### config.mk
export PLATFORM = sky130hd
export DESIGN_NAME = alu_issue
export DESIGN_NICKNAME = d
export VERILOG_FILES = /design/src/rtl/alu_defs.sv /design/src/rtl/alu_decode.sv /design/src/rtl/fifo.sv /design/src/rtl/alu_issue.sv
export SDC_FILE = /design/constraint.sdc
export NUM_CORES = 1
export LEC_CHECK = 0
export CAP_MARGIN = 20
export CORE_ASPECT_RATIO = 0.6
export CORE_MARGIN = 4
export CORE_UTILIZATION = 38
export DETAILED_ROUTE_END_ITERATION = 8
export DONT_BUFFER_PORTS = 1
export HOLD_SLACK_MARGIN = 0.15
export PLACE_DENSITY = 0.61
export SLEW_MARGIN = 20
export SYNTH_ARGS = -nofsm -noshare
export SYNTH_HDL_FRONTEND = slang
export SYNTH_SLANG_ARGS = --single-unit
### constraint.sdc
create_clock -name clk -period 9.8 [get_ports clk]
set_input_delay 1.96 -clock clk [delete_from_list [all_inputs] [get_ports clk]]
set_output_delay 1.96 -clock clk [all_outputs]
set_load 0.005 [all_outputs]
### src/rtl/alu_defs.sv
// Shared ALU opcode, RV32I opcode and funct7 constants plus the decoded-op bundle.
package alu_defs;

    localparam int DATA_W = 32;

    localparam logic [3:0] ALU_ADD  = 4'b0000;
    localparam logic [3:0] ALU_SUB  = 4'b0001;
    localparam logic [3:0] ALU_XOR  = 4'b0010;
    localparam logic [3:0] ALU_OR   = 4'b0011;
    localparam logic [3:0] ALU_AND  = 4'b0100;
    localparam logic [3:0] ALU_SLL  = 4'b0101;
    localparam logic [3:0] ALU_SRL  = 4'b0110;
    localparam logic [3:0] ALU_SRA  = 4'b0111;
    localparam logic [3:0] ALU_SLT  = 4'b1000;
    localparam logic [3:0] ALU_SLTU = 4'b1001;
    localparam logic [3:0] ALU_BEQ  = 4'b1010;
    localparam logic [3:0] ALU_BNE  = 4'b1011;
    localparam logic [3:0] ALU_BLT  = 4'b1100;
    localparam logic [3:0] ALU_BGE  = 4'b1101;
    localparam logic [3:0] ALU_BLTU = 4'b1110;
    localparam logic [3:0] ALU_BGEU = 4'b1111;

    localparam logic [6:0] OPC_OP     = 7'b0110011;
    localparam logic [6:0] OPC_OP_IMM = 7'b0010011;
    localparam logic [6:0] OPC_LOAD   = 7'b0000011;
    localparam logic [6:0] OPC_STORE  = 7'b0100011;
    localparam logic [6:0] OPC_BRANCH = 7'b1100011;
    localparam logic [6:0] OPC_LUI    = 7'b0110111;
    localparam logic [6:0] OPC_AUIPC  = 7'b0010111;
    localparam logic [6:0] OPC_JAL    = 7'b1101111;
    localparam logic [6:0] OPC_JALR   = 7'b1100111;

    localparam logic [6:0] F7_ZERO = 7'b0000000;
    localparam logic [6:0] F7_ALT  = 7'b0100000;

    typedef struct packed {
        logic [3:0]        alu_control;
        logic [DATA_W-1:0] op_a;
        logic [DATA_W-1:0] op_b;
        logic [4:0]        rd_addr;
        logic              reg_write;
        logic              is_branch;
        logic              illegal;
    } alu_op_t;

    // Base-encoding (funct7=0) arithmetic op selected by funct3.
    function automatic logic [3:0] arith_op(input logic [2:0] f3);
        case (f3)
            3'b000:  return ALU_ADD;
            3'b001:  return ALU_SLL;
            3'b010:  return ALU_SLT;
            3'b011:  return ALU_SLTU;
            3'b100:  return ALU_XOR;
            3'b101:  return ALU_SRL;
            3'b110:  return ALU_OR;
            default: return ALU_AND;
        endcase
    endfunction

endpackage

### src/rtl/alu_decode.sv
// Combinational RV32I decode of instr/pc/register operands into an alu_op_t bundle.
// Latency 0; no handshake.
module alu_decode
    import alu_defs::*;
(
    input  logic [31:0]       instr,
    input  logic [DATA_W-1:0] pc,
    input  logic [DATA_W-1:0] rs1_data,
    input  logic [DATA_W-1:0] rs2_data,
    output alu_op_t           dec
);
    logic [6:0]        opcode, f7;
    logic [2:0]        f3;
    logic [4:0]        shamt;
    logic [DATA_W-1:0] imm_i, imm_s, imm_u, shamt_x;
    logic              bad;
    logic              unused_rs1_idx;

    assign opcode  = instr[6:0];
    assign f3      = instr[14:12];
    assign f7      = instr[31:25];
    assign shamt   = instr[24:20];
    assign imm_i   = {{(DATA_W-12){instr[31]}}, instr[31:20]};
    assign imm_s   = {{(DATA_W-12){instr[31]}}, instr[31:25], instr[11:7]};
    assign imm_u   = {{(DATA_W-32){instr[31]}}, instr[31:12], 12'b0};
    assign shamt_x = {{(DATA_W-5){1'b0}}, shamt};
    assign unused_rs1_idx = ^instr[19:15];

    always_comb begin
        dec             = '0;
        dec.alu_control = ALU_ADD;
        dec.op_a        = rs1_data;
        dec.op_b        = rs2_data;
        dec.rd_addr     = instr[11:7];
        dec.reg_write   = 1'b1;
        bad             = 1'b0;
        case (opcode)
            OPC_OP: begin
                if (f7 == F7_ZERO)                 dec.alu_control = arith_op(f3);
                else if (f7 == F7_ALT && f3 == 3'b000) dec.alu_control = ALU_SUB;
                else if (f7 == F7_ALT && f3 == 3'b101) dec.alu_control = ALU_SRA;
                else                               bad = 1'b1;
            end
            OPC_OP_IMM: begin
                dec.alu_control = arith_op(f3);
                dec.op_b        = imm_i;
                if (f3 == 3'b001) begin
                    dec.op_b = shamt_x;
                    bad      = (f7 != F7_ZERO);
                end else if (f3 == 3'b101) begin
                    dec.op_b = shamt_x;
                    if (f7 == F7_ALT)       dec.alu_control = ALU_SRA;
                    else if (f7 != F7_ZERO) bad = 1'b1;
                end
            end
            OPC_LOAD:  dec.op_b = imm_i;
            OPC_STORE: begin
                dec.op_b      = imm_s;
                dec.reg_write = 1'b0;
            end
            OPC_BRANCH: begin
                dec.reg_write = 1'b0;
                dec.is_branch = 1'b1;
                case (f3)
                    3'b000:  dec.alu_control = ALU_BEQ;
                    3'b001:  dec.alu_control = ALU_BNE;
                    3'b100:  dec.alu_control = ALU_BLT;
                    3'b101:  dec.alu_control = ALU_BGE;
                    3'b110:  dec.alu_control = ALU_BLTU;
                    3'b111:  dec.alu_control = ALU_BGEU;
                    default: bad = 1'b1;
                endcase
            end
            OPC_LUI: begin
                dec.op_a = '0;
                dec.op_b = imm_u;
            end
            OPC_AUIPC: begin
                dec.op_a = pc;
                dec.op_b = imm_u;
            end
            OPC_JAL, OPC_JALR: begin
                dec.op_a = pc;
                dec.op_b = DATA_W'(4);
            end
            default: bad = 1'b1;
        endcase

        // Illegal ops travel as a harmless ADD 0,0 with no side effects.
        if (bad) begin
            dec.alu_control = ALU_ADD;
            dec.op_a        = '0;
            dec.op_b        = '0;
            dec.reg_write   = 1'b0;
            dec.is_branch   = 1'b0;
            dec.illegal     = 1'b1;
        end
        if (dec.rd_addr == 5'd0) dec.reg_write = 1'b0;
    end
endmodule

### src/rtl/fifo.sv
// Generic synchronous FIFO; latency 1 cycle push-to-pop; push_rdy derived from count only.
// Backpressure: push ignored when full, pop_dat held while pop_rdy is low. DEPTH must be a power of 2.
module fifo #(
    parameter int W     = 8,
    parameter int DEPTH = 2
) (
    input  logic         clk,
    input  logic         rst,
    input  logic         push_vld,
    output logic         push_rdy,
    input  logic [W-1:0] push_dat,
    output logic         pop_vld,
    input  logic         pop_rdy,
    output logic [W-1:0] pop_dat
);
    localparam int AW = (DEPTH > 1) ? $clog2(DEPTH) : 1;
    localparam logic [AW:0] FULL = (AW+1)'(DEPTH);

    logic [W-1:0]  mem [DEPTH];
    logic [AW-1:0] wr_ptr, rd_ptr;
    logic [AW:0]   count;
    logic          do_push, do_pop;

    assign push_rdy = (count < FULL);
    assign pop_vld  = (count != '0);
    assign pop_dat  = mem[rd_ptr];
    assign do_push  = push_vld && push_rdy;
    assign do_pop   = pop_rdy && pop_vld;

    always_ff @(posedge clk or posedge rst) begin
        if (rst) begin
            wr_ptr <= '0;
            rd_ptr <= '0;
            count  <= '0;
            for (int i = 0; i < DEPTH; i++) mem[i] <= '0;
        end else begin
            if (do_push) begin
                mem[wr_ptr] <= push_dat;
                wr_ptr      <= wr_ptr + 1'b1;
            end
            if (do_pop) rd_ptr <= rd_ptr + 1'b1;
            count <= count + {{AW{1'b0}}, do_push} - {{AW{1'b0}}, do_pop};
        end
    end
endmodule

### src/rtl/alu_issue.sv
// Decode + 2-entry skid buffer feeding the ALU; 1-cycle latency when empty, 1 op/cycle.
// in_ready depends only on buffer count (never on out_ready); ALU_ISSUE_STATS_EN adds issue/illegal counters.
module alu_issue
    import alu_defs::*;
#(
    parameter int XLEN  = DATA_W,
    parameter int DEPTH = 2
) (
    input  logic            clk,
    input  logic            rst,
    input  logic            in_valid,
    output logic            in_ready,
    input  logic [31:0]     instr,
    input  logic [XLEN-1:0] pc,
    input  logic [XLEN-1:0] rs1_data,
    input  logic [XLEN-1:0] rs2_data,
    output logic            out_valid,
    input  logic            out_ready,
    output logic [3:0]      alu_control,
    output logic [XLEN-1:0] op_a,
    output logic [XLEN-1:0] op_b,
    output logic [4:0]      rd_addr,
    output logic            reg_write,
    output logic            is_branch,
    output logic            illegal
`ifdef ALU_ISSUE_STATS_EN
    ,
    output logic [31:0]     issue_count,
    output logic [15:0]     illegal_count
`endif
);
    alu_op_t                 dec, head;
    logic [$bits(alu_op_t)-1:0] pop_dat;
    logic                    push_rdy;

    alu_decode u_decode (
        .instr    (instr),
        .pc       (pc),
        .rs1_data (rs1_data),
        .rs2_data (rs2_data),
        .dec      (dec)
    );

    fifo #(
        .W     ($bits(alu_op_t)),
        .DEPTH (DEPTH)
    ) u_skid (
        .clk      (clk),
        .rst      (rst),
        .push_vld (in_valid),
        .push_rdy (push_rdy),
        .push_dat (dec),
        .pop_vld  (out_valid),
        .pop_rdy  (out_ready),
        .pop_dat  (pop_dat)
    );

    assign in_ready = push_rdy && !rst;
    // Data outputs read as zero whenever nothing is being offered.
    assign head = out_valid ? alu_op_t'(pop_dat) : '0;

    assign alu_control = head.alu_control;
    assign op_a        = head.op_a;
    assign op_b        = head.op_b;
    assign rd_addr     = head.rd_addr;
    assign reg_write   = head.reg_write;
    assign is_branch   = head.is_branch;
    assign illegal     = head.illegal;

`ifdef ALU_ISSUE_STATS_EN
    always_ff @(posedge clk or posedge rst) begin
        if (rst) begin
            issue_count   <= '0;
            illegal_count <= '0;
        end else if (out_valid && out_ready) begin
            issue_count <= issue_count + 32'd1;
            if (head.illegal) illegal_count <= illegal_count + 16'd1;
        end
    end
`endif
endmodule

After elaboration in Yosys (flattened, before gate mapping)
Index checks and enable logic that the tools add are counted.
{ "classes": {"n_addsub": 4, "magnitude_cmp": 4, "n_eq_ne": 17, "mux": 34, "bitwise_logic": 2, "n_reduce_logical": 18} }
{ "op_table": {"columns": ["op", "count"], "rows": [
  ["two-way mux 76 bit", 5],
  ["one-hot mux 32 bit (5 select lines)", 1],
  ["bitwise mux 152 bit", 1],
  ["demux 76 bit (select 1 bit)", 1],
  ["two-way mux 68 bit", 1],
  ["two-way mux 32 bit", 2],
  ["one-hot mux 32 bit (2 select lines)", 1],
  ["equality test 7 x 6 -> 1 bit, second input constant", 4],
  ["one-hot mux 4 bit (7 select lines)", 1],
  ["one-hot mux 4 bit (6 select lines)", 1],
  ["equality test 7 bit, second input constant", 3],
  ["two-way mux 4 bit", 5],
  ["equality test 7 x 5 -> 1 bit, second input constant", 2],
  ["equality test 3 bit, second input constant", 4],
  ["one-hot mux 4 bit (3 select lines)", 1],
  ["OR reduction 6 bit", 2],
  ["two-way mux 1 bit", 11],
  ["equality test 7 x 2 -> 1 bit, second input constant", 1],
  ["zero test 7 bit", 1],
  ["nonzero test 7 bit", 1],
  ["equality test 3 x 2 -> 1 bit, second input constant", 2],
  ["logical AND 1 bit", 6],
  ["two-way mux 3 bit", 2],
  ["OR reduction 2 bit", 3],
  ["14 further kinds", 17]
]} }
{ "word_totals": {"regBits": 156, "inputBits": 132, "out_inout_bits": 78, "elab_cells": 84} }

Longest topological paths before layout
Gate-level depths: netlist of run 1.
{ "logic_depth": {"ltp_word": 9, "mapped_depth": 8, "mapped_depth_nobuf": 8} }

Cells and area by module
A second synthesis of run 1 with hierarchy kept.
{ "unflattened": {"hier_cells": 756, "area_unflattened_um2": 9067.4} }
{ "by_module_without_submodules": {"columns": ["module", "instances", "cells_each", "area_each_um2", "seq_area_each_um2"], "rows": [
  ["fifo", 1, 426, 6979.2, 3903.7],
  ["alu_decode", 1, 245, 1535.2, 0.0],
  ["alu_issue", 1, 85, 553.0, 0.0]
]} }

Least setup slack after synthesis of run 1
Ideal clock, no wire load.
{ "synth_timing": {"path_type": "in2out", "start": "input port rst", "end": "output port in_ready", "t_arrival_ps": 2055, "t_required_ps": 7840, "path_slack_ps": 5785, "cell_stages": 1, "path_buffers": 0, "path_cell_list": "nor2_1"} }
{ "synth_via": {"elab_chain_cells": 2} }
{ "synth_lines": {"columns": ["element", "line_no", "rtl"], "rows": [
  ["start, declared", "alu_issue.sv:10", "input logic rst,"],
  ["zero test 1 bit (no line)", null, null],
  ["logical AND 1 bit", "alu_issue.sv:58", "assign in_ready = push_rdy && !rst;"],
  ["end, declared", "alu_issue.sv:12", "output logic in_ready,"]
]} }
No other way between the ends.

Worst setup path in the final report of run 1
{ "layout_timing": {"start": "register u_skid.rd_ptr", "end": "output port op_b[31]"} }
{ "layout_via": {"elab_chain_cells": 5} }
{ "layout_lines": {"columns": ["element", "line_no", "rtl"], "rows": [
  ["start, declared", "fifo.sv:20", "logic [AW-1:0] wr_ptr, rd_ptr;"],
  ["start signal, assigned", "fifo.sv:41", "if (do_pop) rd_ptr <= rd_ptr + 1'b1;"],
  ["inverter 1 -> 2 bit (implied by the code)", "fifo.sv:26", "assign pop_dat = mem[rd_ptr];"],
  ["two-way mux 76 bit (implied by the code) (3 in a row)", "fifo.sv:26", null],
  ["two-way mux 76 bit", "alu_issue.sv:60", "assign head = out_valid ? alu_op_t'(pop_dat) : '0;"],
  ["end, declared", "alu_issue.sv:21", "output logic [XLEN-1:0] op_b,"]
]} }
No other way between the ends. The select of a mux whose other input is x is not followed.

==> out/results.ini, run 1 <==
[sta]
hold_viol_final=0
fin_crit_ps=4640
setup_violations=0
maxSlewHeadroom_pct=34.4
finalClockSkew_ps=5.37
period_share_pct=47.3
setup_tns_ps=0
worst_pin_slew_ps=985
drv_slew=0
rsz0062_at_grt=no
fmax_ghz=0.216

[pwr]
irDropWorstVdd_mv=0.122
power_frac_comb_pct=25.6
p_sw_mw=0.669
p_per_area_nw_per_um2=217
internal-power_mw=1.27
p_leak_nw=4.01
switching_share_pct=34.5
seqPwrFrac_pct=42.8
p_clk_share_pct=31.6

[synthesis]
async_flop_share_pct=100
yosys_warnings=0
synthTopCellsByArea=dfrtp_1, mux2i_1, nand2_1
synth_top_area_share_pct=47.2
synth_ff_type=dfrtp_1
synth_area_leader_cell=dfrtp_1
synth_nets=1028
synth_area_um2=8270
netlist-cell-type-count=62
syn_area_per_cell_um2=9.25
ys_ff_latch=156
synth_edf_count=0
syn_inst=894
ys_seq_area_share_pct=47.2

[layout]
layout_commonest_cell=nand2_1
final_cells=1141
utilization_pct=42.1
n_antenna_cell=0
layout-drive-gt1-share_pct=9.40
nets=987
layout_common_cells=nand2_1, dfrtp_1, o21ai_0
area_delta_synth_final_pct=7.84

[route]
avgRoutedWirePerCell_um=21.3
route.detailed.drc=0
dr.pass1.iters=5
drt-initial-drc-count=556
routed_wl_um=24300
vias_per_cell=5.66
drtAntennaViolNets=0
routed-via-count=6457

[floorplanning]
fp.dieW_um=198
chipHeight_um=122
dieArea_um2=24300
start_util_pct=39.0
top_level_ports=210
rows=41
coreArea_um2=21200

[placement]
port_buffers=0
place_inst=1112
gp_congestion=0.794
place_hpwl_um=16800

[grt]
antenna_found_initial=0
first_global_vias=6132
grt_max_degree=83
track_usage_pct=20.0
overflow=0
grt_pass1_wl_um=37300

[status]
outcome=completed

[clock_network]
cts-resized-gates=0
cts.sinks=156
clkLatencyLatePin_ps=430
cts_buffer_depth=2
post_cts_buffers=0
holdBufCountCts=0
cts_tree=done
cts_buffers=17
clkSlewWorstSetupHoldPaths_ps=60
cts_root_buffer=clkbuf_16
htreeDepth=4

[critical_path]
crit_type=register to primary output
crit_chain=buf_4 > mux2i_1 > nor2_1
reg2reg_depth=5
critPathMaxFanout=49
critPathMaxStageDelay_ps=800
rrSetupSlack_ps=6880
cp_data_required_time_ps=7840
crit_path_top_delay_cell=buf_4
r2r_start=u_skid.count[1]$_DFF_PP0_
crit_start=u_skid.rd_ptr$_DFFE_PP0P_
startpoint_type=register
crit_path_end_kind=primary output
endpoint=op_b[31]
regToRegEndpoint=u_skid.mem[135]$_DFFE_PP0P_
arrival_ps=2680

[hold_path]
hp-class=register to register

[run]
max-cap-violations=0

registers in the layout, indices dropped and copies added (netlist names):
register,flops
u_skid.rd_ptr,1
u_skid.mem,152
u_skid.wr_ptr,1
u_skid.count,2
kinds of logic after synthesis:
| kind of cell | synth area share (%) |
|---|---|
| adder cells (fa/ha/maj) | 0.423 |
| multiplexers | 9.33 |
| buffers and inverters | 4.52 |
| flip-flops | 47.2 |
| XOR/XNOR | 0.424 |
| AND/OR/NAND/NOR | 19.5 |
| AO/OA/AOI/OAI | 18.6 |
metrics by stage:
step / power (mW) / worst slack (ps) / instance area [µm²] / hold slack [ps]
6_report: 1.94 / 5160 / 8920 / 470
5_1_grt: 2.05 / 5060 / 8920 / 489
4_1_cts: 1.96 / 5130 / 8910 / 478
3_5_place_dp: 1.34 / 5300 / 8380 / 463
3_3_place_gp: 1.33 / 5380 / 8380 / 459
2_1_floorplan: 1.22 / 3630 / 8270 / 445
synth_stat cells (2+ instances only):
cell type / n
a211oi_1: 3
a21oi_1: 10
a221oi_1: 4
a221oi_2: 15
a22oi_1: 32
a32oi_1: 3
and2_1: 2
and3_1: 2
and3b_1: 8
buf_1: 6
buf_2: 26
buf_4: 4
buf_6: 4
clkbuf_1: 27
clkbuf_2: 3
dfrtp_1: 156
ha_1: 2
inv_1: 8
mux2i_1: 76
nand2_1: 189
nand2_2: 2
nand2b_1: 5
nand3_1: 7
nand3_2: 2
nand3_4: 2
nand4_1: 2
nor2_1: 84
nor2_2: 2
nor2b_1: 9
nor3b_1: 11
nor4_1: 2
o21ai_0: 98
o21ai_1: 49
o22ai_1: 3
o31ai_1: 7
xnor2_1: 2
xor2_1: 2
power groups by stage:
stage / registers, mW / logic (mW) / clock network, mW
after detailed placement: 0.839 / 0.505 / 0
after floorplan: 0.790 / 0.426 / 0
after global placement: 0.837 / 0.497 / 0
after global routing: 0.842 / 0.555 / 0.653
final: 0.829 / 0.496 / 0.613
after CTS: 0.828 / 0.506 / 0.626
critical path, delay by kind of cell, from the launching register on:
| kind | cells | cell delay, ps |
|---|---|---|
| muxes | 1 | 190 |
| and+or+nand+nor | 1 | 450 |
| DFF | 1 | 780 |
| buffers and inverters | 1 | 800 |
layer usage:
layer	track usage [%]	routed length (µm)	vias up
met4	5.12	348	0
met5	0	0	-
li1	-	-	3036
met1	31.9	12600	3189
met2	26.8	9730	213
met3	4.97	1630	19
worst min path at each step:
stage | startpoint | to | slack, ps | cells after the start
2_1_floorplan | u_skid.mem[79]$_DFFE_PP0P_ | u_skid.mem[79]$_DFFE_PP0P_ | 440 | 2
3_3_place_gp | u_skid.mem[6]$_DFFE_PP0P_ | u_skid.mem[6]$_DFFE_PP0P_ | 460 | 2
3_5_place_dp | u_skid.mem[6]$_DFFE_PP0P_ | u_skid.mem[6]$_DFFE_PP0P_ | 460 | 2
4_1_cts | u_skid.mem[6]$_DFFE_PP0P_ | u_skid.mem[6]$_DFFE_PP0P_ | 480 | 2
5_1_grt | u_skid.mem[88]$_DFFE_PP0P_ | u_skid.mem[88]$_DFFE_PP0P_ | 490 | 2
6_report | u_skid.mem[3]$_DFFE_PP0P_ | u_skid.mem[3]$_DFFE_PP0P_ | 470 | 2
cell type report:
type                            count  area [µm²]
Multi-Input combinational cell    660        4020
Clock buffer                       20         457
Fill cell                        2124       12300
Tap cell                          279         349
Clock inverter                      8        72.6
Inverter                            8        35.0
Sequential cell                   156        3910
Timing Repair Buffer               10        78.8
(Power assumes the default switching activity.)
==> run 2: changes to the inputs <==
==> constraint.sdc (replaced) <==
create_clock -name clk -period 4.45 [get_ports clk]
set_input_delay 0.89 -clock clk [delete_from_list [all_inputs] [get_ports clk]]
set_output_delay 0.89 -clock clk [all_outputs]
set_load 0.005 [all_outputs]
==> run 2 against run 1 <==
Sequential power rose by 120%; global-route usage is 0.39 points higher; cell area rose by 1.1%; register-to-register slack lost 5000 ps; sequential cell count did not move.
==> out/results.ini, run 2 (synthesized netlist as in run 1, its figures left out) <==
[route]
dr.pass1.iters=5  ; unchanged
dr_wl_met3_um=1980  ; +21%
routed_wl_um=24400  ; +0.35%
drtAntennaViolNets=0  ; unchanged
vias_per_cell=5.65  ; -0.12%
met2WireLength_um=10000  ; +3.0%
routed-via-count=6500  ; +0.67%
wl_met1_um=12100  ; -3.6%
avgRoutedWirePerCell_um=21.2  ; -0.44%
drt-initial-drc-count=500  ; -10%
route.detailed.drc=0  ; unchanged
dr.max_layer_used=met4

[grt]
overflow=0  ; unchanged
track_usage_pct=20.4  ; +0.39 points
grt_pass1_wl_um=38200  ; +2.4%
first_global_vias=6262  ; +2.1%
grt_max_degree=157  ; +89%
antenna_found_initial=0  ; unchanged

[sta]
worst_pin_slew_ps=908  ; -76.7 ps
setup_tns_ps=0  ; unchanged
period_share_pct=70.5
hold_viol_final=0  ; unchanged
fmax_ghz=0.319
setup_violations=0  ; unchanged
finalClockSkew_ps=6.08  ; +0.708 ps
rsz0062_at_grt=no
fin_crit_ps=3140
maxSlewHeadroom_pct=39.5  ; +5.1 points
drv_slew=0  ; unchanged

[critical_path]
crit_path_top_delay_cell=dfrtp_4
reg2reg_depth=5  ; unchanged
path_buf_inv=1  ; unchanged
critPathMaxFanout=31  ; -37%
arrival_ps=2250  ; -430 ps
crit_type=register to primary output
startpoint_type=register
regToRegEndpoint=u_skid.mem[32]$_DFFE_PP0P_
critPathTopFamily=flip-flops
rrSetupSlack_ps=1890  ; -4990 ps
crit_path_end_kind=primary output
cp_data_required_time_ps=3560  ; -4280 ps
crit_chain=buf_4 > mux2i_1 > nor2_1
critPathMaxStageDelay_ps=820  ; +20 ps
r2r_start=u_skid.count[1]$_DFF_PP0_

[layout]
area_delta_synth_final_pct=8.97
final_cell_area_um2=9010  ; +1.1%
layout_common_cells=nand2_1, dfrtp_1, o21ai_0
layout_commonest_cell=nand2_1
largest_reg_flops=152  ; unchanged
reg_top3=u_skid.mem x152, u_skid.count x2
top_register=u_skid.mem
utilization_pct=42.5  ; +0.44 points
layout-drive-gt1-share_pct=10.2  ; +0.82 points
fillCellCount=2091  ; -1.6%
n_antenna_cell=0  ; unchanged
nets=992  ; +0.51%

[clock_network]
clkSlewWorstSetupHoldPaths_ps=60  ; about the same
holdBufCountCts=0  ; unchanged
cts_buffer_depth=2  ; unchanged
cts_buffers=17  ; unchanged
cts_root_buffer=clkbuf_16
clkLatencyLatePin_ps=430  ; about the same
cts_tree=done
cts.sinks=156  ; unchanged
htreeDepth=4  ; unchanged
post_cts_buffers=0  ; unchanged
cts-resized-gates=0  ; unchanged

[status]
outcome=completed

[placement]
port_buffers=0  ; unchanged
gp_congestion=0.820  ; +3.3%
place_hpwl_um=17100  ; +1.8%
placement.cell_area_um2=8440  ; +0.67%

[hold_path]
hold-path-endpoint=u_skid.mem[77]$_DFFE_PP0P_
hold_start=u_skid.mem[77]$_DFFE_PP0P_
hp-class=register to register
min_delay_path_depth=2  ; unchanged

[floorplanning]
start_util_pct=39.0  ; unchanged
fp.dieW_um=198  ; unchanged
dieArea_um2=24300  ; unchanged
coreArea_um2=21200  ; unchanged
top_level_ports=210  ; unchanged
chipHeight_um=122  ; unchanged
rows=41  ; unchanged

[pwr]
p_per_area_nw_per_um2=487  ; +120%
p_leak_nw=4.06  ; +1.2%
irDropWorstVdd_mv=0.260  ; +110%

[run]
max-cap-violations=0  ; unchanged

[run 2: how the worst max path moves through the flow]
stage | from | depth (start not counted) | end | slack, ps
5_1_grt | u_skid.rd_ptr$_DFFE_PP0P_ | 3 | op_a[0] | 1210
3_3_place_gp | in_valid | 5 | u_skid.mem[52]$_DFFE_PP0P_ | 1540
4_1_cts | u_skid.rd_ptr$_DFFE_PP0P_ | 3 | op_a[9] | 1260
6_report | u_skid.rd_ptr$_DFFE_PP0P_ | 3 | op_a[0] | 1310
2_1_floorplan | rst | 1 | u_skid.count[0]$_DFF_PP0_ | 1590
3_5_place_dp | in_valid | 5 | u_skid.mem[32]$_DFFE_PP0P_ | 1360
[run 2: layout make-up]
class / instances / area (µm²) / share of cell area [%]
clock inverters: 11 / 118 / 1.30
inverters: 8 / 33.8 / 0.375
flip-flops and latches: 156 / 3910 / 43.4
well taps: 279 / 349 / 3.87
repair buffers: 15 / 125 / 1.39
clock buffers: 21 / 460 / 5.11
multi-input cells: 660 / 4020 / 44.6
[run 2: metrics by stage]
step	power, mW	setup WS [ps]	std cells	hold WS (ps)
after global placement	2.96	1540	1118	458
after detailed placement	2.99	1360	1118	462
after global routing	4.66	1210	1150	496
after CTS	4.45	1260	1150	478
final	4.39	1310	1150	473
after floorplan	2.68	1590	894	445
[run 2: worst min-delay path, cell delays in order, from the launching register on]
cell     delay [ps]
dfrtp_1         340
nand2_1          40
o21ai_0          50
[run 2: routing by layer]
| layer | vias to the layer above | GRT usage (%) |
|---|---|---|
| met5 | - | 0 |
| met4 | 0 | 4.10 |
| met3 | 18 | 6.72 |
| met2 | 226 | 27.9 |
| met1 | 3213 | 31.4 |
| li1 | 3043 | - |
[run 2: where the power goes]
part	internal, mW	switching (mW)	leakage (nW)
clock network	0.853	0.594	0.283
logic	0.390	0.715	1.64
registers	1.63	0.205	2.13
==> run 3: changes to the inputs <==
==> constraint.sdc (replaced) <==
create_clock -name clk -period 3.1 [get_ports clk]
set_input_delay 0.62 -clock clk [delete_from_list [all_inputs] [get_ports clk]]
set_output_delay 0.62 -clock clk [all_outputs]
set_load 0.005 [all_outputs]
==> run 3 against run 2 <==
Setup slack got worse by 890 ps; register-to-register slack lost 940 ps; via count rose by 0.46%; first-iteration DRC count is 20% lower; critical path depth stayed put; global-route usage decreased by 0.15 points; cell area is 1.2% higher; die area is the same; largest cell class unchanged; highest routed layer unchanged.
==> out/results.ini, run 3 (synthesized netlist as in run 1, its figures left out) <==
[status]
outcome=completed

[layout]
utilization_pct=43.1  ; +0.53 points
largest_reg_flops=152  ; unchanged
area_delta_synth_final_pct=10.3
reg_top3=u_skid.mem x152, u_skid.count x2
nets=1001  ; +0.91%
layout_commonest_cell=nand2_1
top_register=u_skid.mem
layout-drive-gt1-share_pct=10.7  ; +0.48 points
n_antenna_cell=0  ; unchanged
layout_common_cells=nand2_1, dfrtp_1, o21ai_0

[floorplanning]
chipHeight_um=122  ; unchanged
dieArea_um2=24300  ; unchanged
start_util_pct=39.0  ; unchanged
top_level_ports=210  ; unchanged
fp.dieW_um=198  ; unchanged
coreArea_um2=21200  ; unchanged
rows=41  ; unchanged

[critical_path]
path_buf_inv=1  ; unchanged
critPathMaxFanout=33  ; +6.5%
startpoint_type=register
crit_type=register to primary output
crit_path_end_kind=primary output
crit_path_top_delay_cell=dfrtp_4
critPathMaxStageDelay_ps=870  ; +50 ps
cp_data_required_time_ps=2480  ; -1080 ps
crit_chain=buf_4 > mux2i_1 > nor2_1
critPathTopFamily=flip-flops
arrival_ps=2060  ; -190 ps

[route]
routed-via-count=6530  ; +0.46%
dr.pass1.iters=5  ; unchanged
route.detailed.drc=0  ; unchanged
drt-initial-drc-count=400  ; -20%
routed_wl_um=24500  ; +0.38%
vias_per_cell=5.64  ; -0.23%
drtAntennaViolNets=0  ; unchanged
avgRoutedWirePerCell_um=21.1  ; -0.32%

[grt]
first_global_vias=6280  ; +0.29%
antenna_found_initial=0  ; unchanged
grt_max_degree=93  ; -41%
grt_pass1_wl_um=37700  ; -1.4%
overflow=0  ; unchanged
track_usage_pct=20.2  ; -0.15 points

[run]
max-cap-violations=0  ; unchanged

[clock_network]
cts_buffers=17  ; unchanged
cts_tree=done
cts_root_buffer=clkbuf_16
htreeDepth=4  ; unchanged
holdBufCountCts=0  ; unchanged
post_cts_buffers=0  ; unchanged
clkLatencyLatePin_ps=430  ; about the same
cts-resized-gates=0  ; unchanged
cts_buffer_depth=2  ; unchanged
cts.sinks=156  ; unchanged
clkSlewWorstSetupHoldPaths_ps=60  ; about the same

[sta]
period_share_pct=86.4
fmax_ghz=0.374
setup_ws_ps=423  ; -892 ps
finalClockSkew_ps=7.46  ; +1.38 ps
fin_crit_ps=2680
setup_tns_ps=0  ; unchanged
setup_violations=0  ; unchanged
worst_pin_slew_ps=817  ; -91.1 ps
rsz0062_at_grt=no
maxSlewHeadroom_pct=45.6  ; +6.1 points
drv_slew=0  ; unchanged
hold_viol_final=0  ; unchanged

[placement]
port_buffers=0  ; unchanged
place_ws_ps=664  ; -691 ps
place_hpwl_um=17500  ; +1.8%
gp_congestion=0.832  ; +1.5%

[pwr]
p_leak_nw=4.12  ; +1.6%
irDropWorstVdd_mv=0.384  ; +48%
p_per_area_nw_per_um2=703  ; +44%

[hold_path]
hp-class=input port to async pin

==> run 3: routing by layer <==
metal,up-vias,share of wire [%],track usage (%)
met5,-,0,0
met4,0,1.2,5.08
met3,19,6.6,5.93
met2,212,41,27.6
met1,3228,51,31.3
li1,3071,-,-
==> run 3: stage by stage <==
step	cell area, µm²	power [mW]	hold slack (ps)	instances
2_1_floorplan	8280	3.84	445	894
3_3_place_gp	8540	4.31	460	1127
3_5_place_dp	8540	4.34	462	1127
4_1_cts	9130	6.48	217	1158
5_1_grt	9130	6.78	234	1158
6_report	9130	6.41	182	1158
==> run 3: where the power goes <==
| part | switching, mW | internal [mW] |
|---|---|---|
| sequential | 0.306 | 2.34 |
| combinational | 1.02 | 0.614 |
| clock | 0.821 | 1.30 |
| total | 2.15 | 4.26 |
==> run 3: final cells by class <==
class                   count  area [µm²]
fillers                  2107       12100
clock buffers              24         472
well taps                 279         349
multi-input cells         660        4020
inverters                   8        33.8
flip-flops and latches    156        3910
repair buffers             24         230
clock inverters             7         114
==> run 3: final timing paths <==
kind / from / to / slack (ps) / depth (start not counted)
max: u_skid.rd_ptr$_DFFE_PP0P_ / op_a[2] / 420 / 3
max in group asynchronous: rst / u_skid.mem[42]$_DFFE_PP0P_ / 2180 / 2
max reg2reg: u_skid.count[1]$_DFF_PP0_ / u_skid.mem[115]$_DFFE_PP0P_ / 950 / 4
min: rst / u_skid.count[1]$_DFF_PP0_ / 180 / 2
min in group clk: instr[9] / u_skid.mem[81]$_DFFE_PP0P_ / 300 / 2
min reg2reg: u_skid.mem[5]$_DFFE_PP0P_ / u_skid.mem[5]$_DFFE_PP0P_ / 470 / 2
==> run 3: worst reg2reg max path, cell delays in order (launching register included) <==
cell and delay, ps:
dfrtp_1 450, nor2b_1 450, nor2b_1 620, nand2_1 260, o31ai_1 290
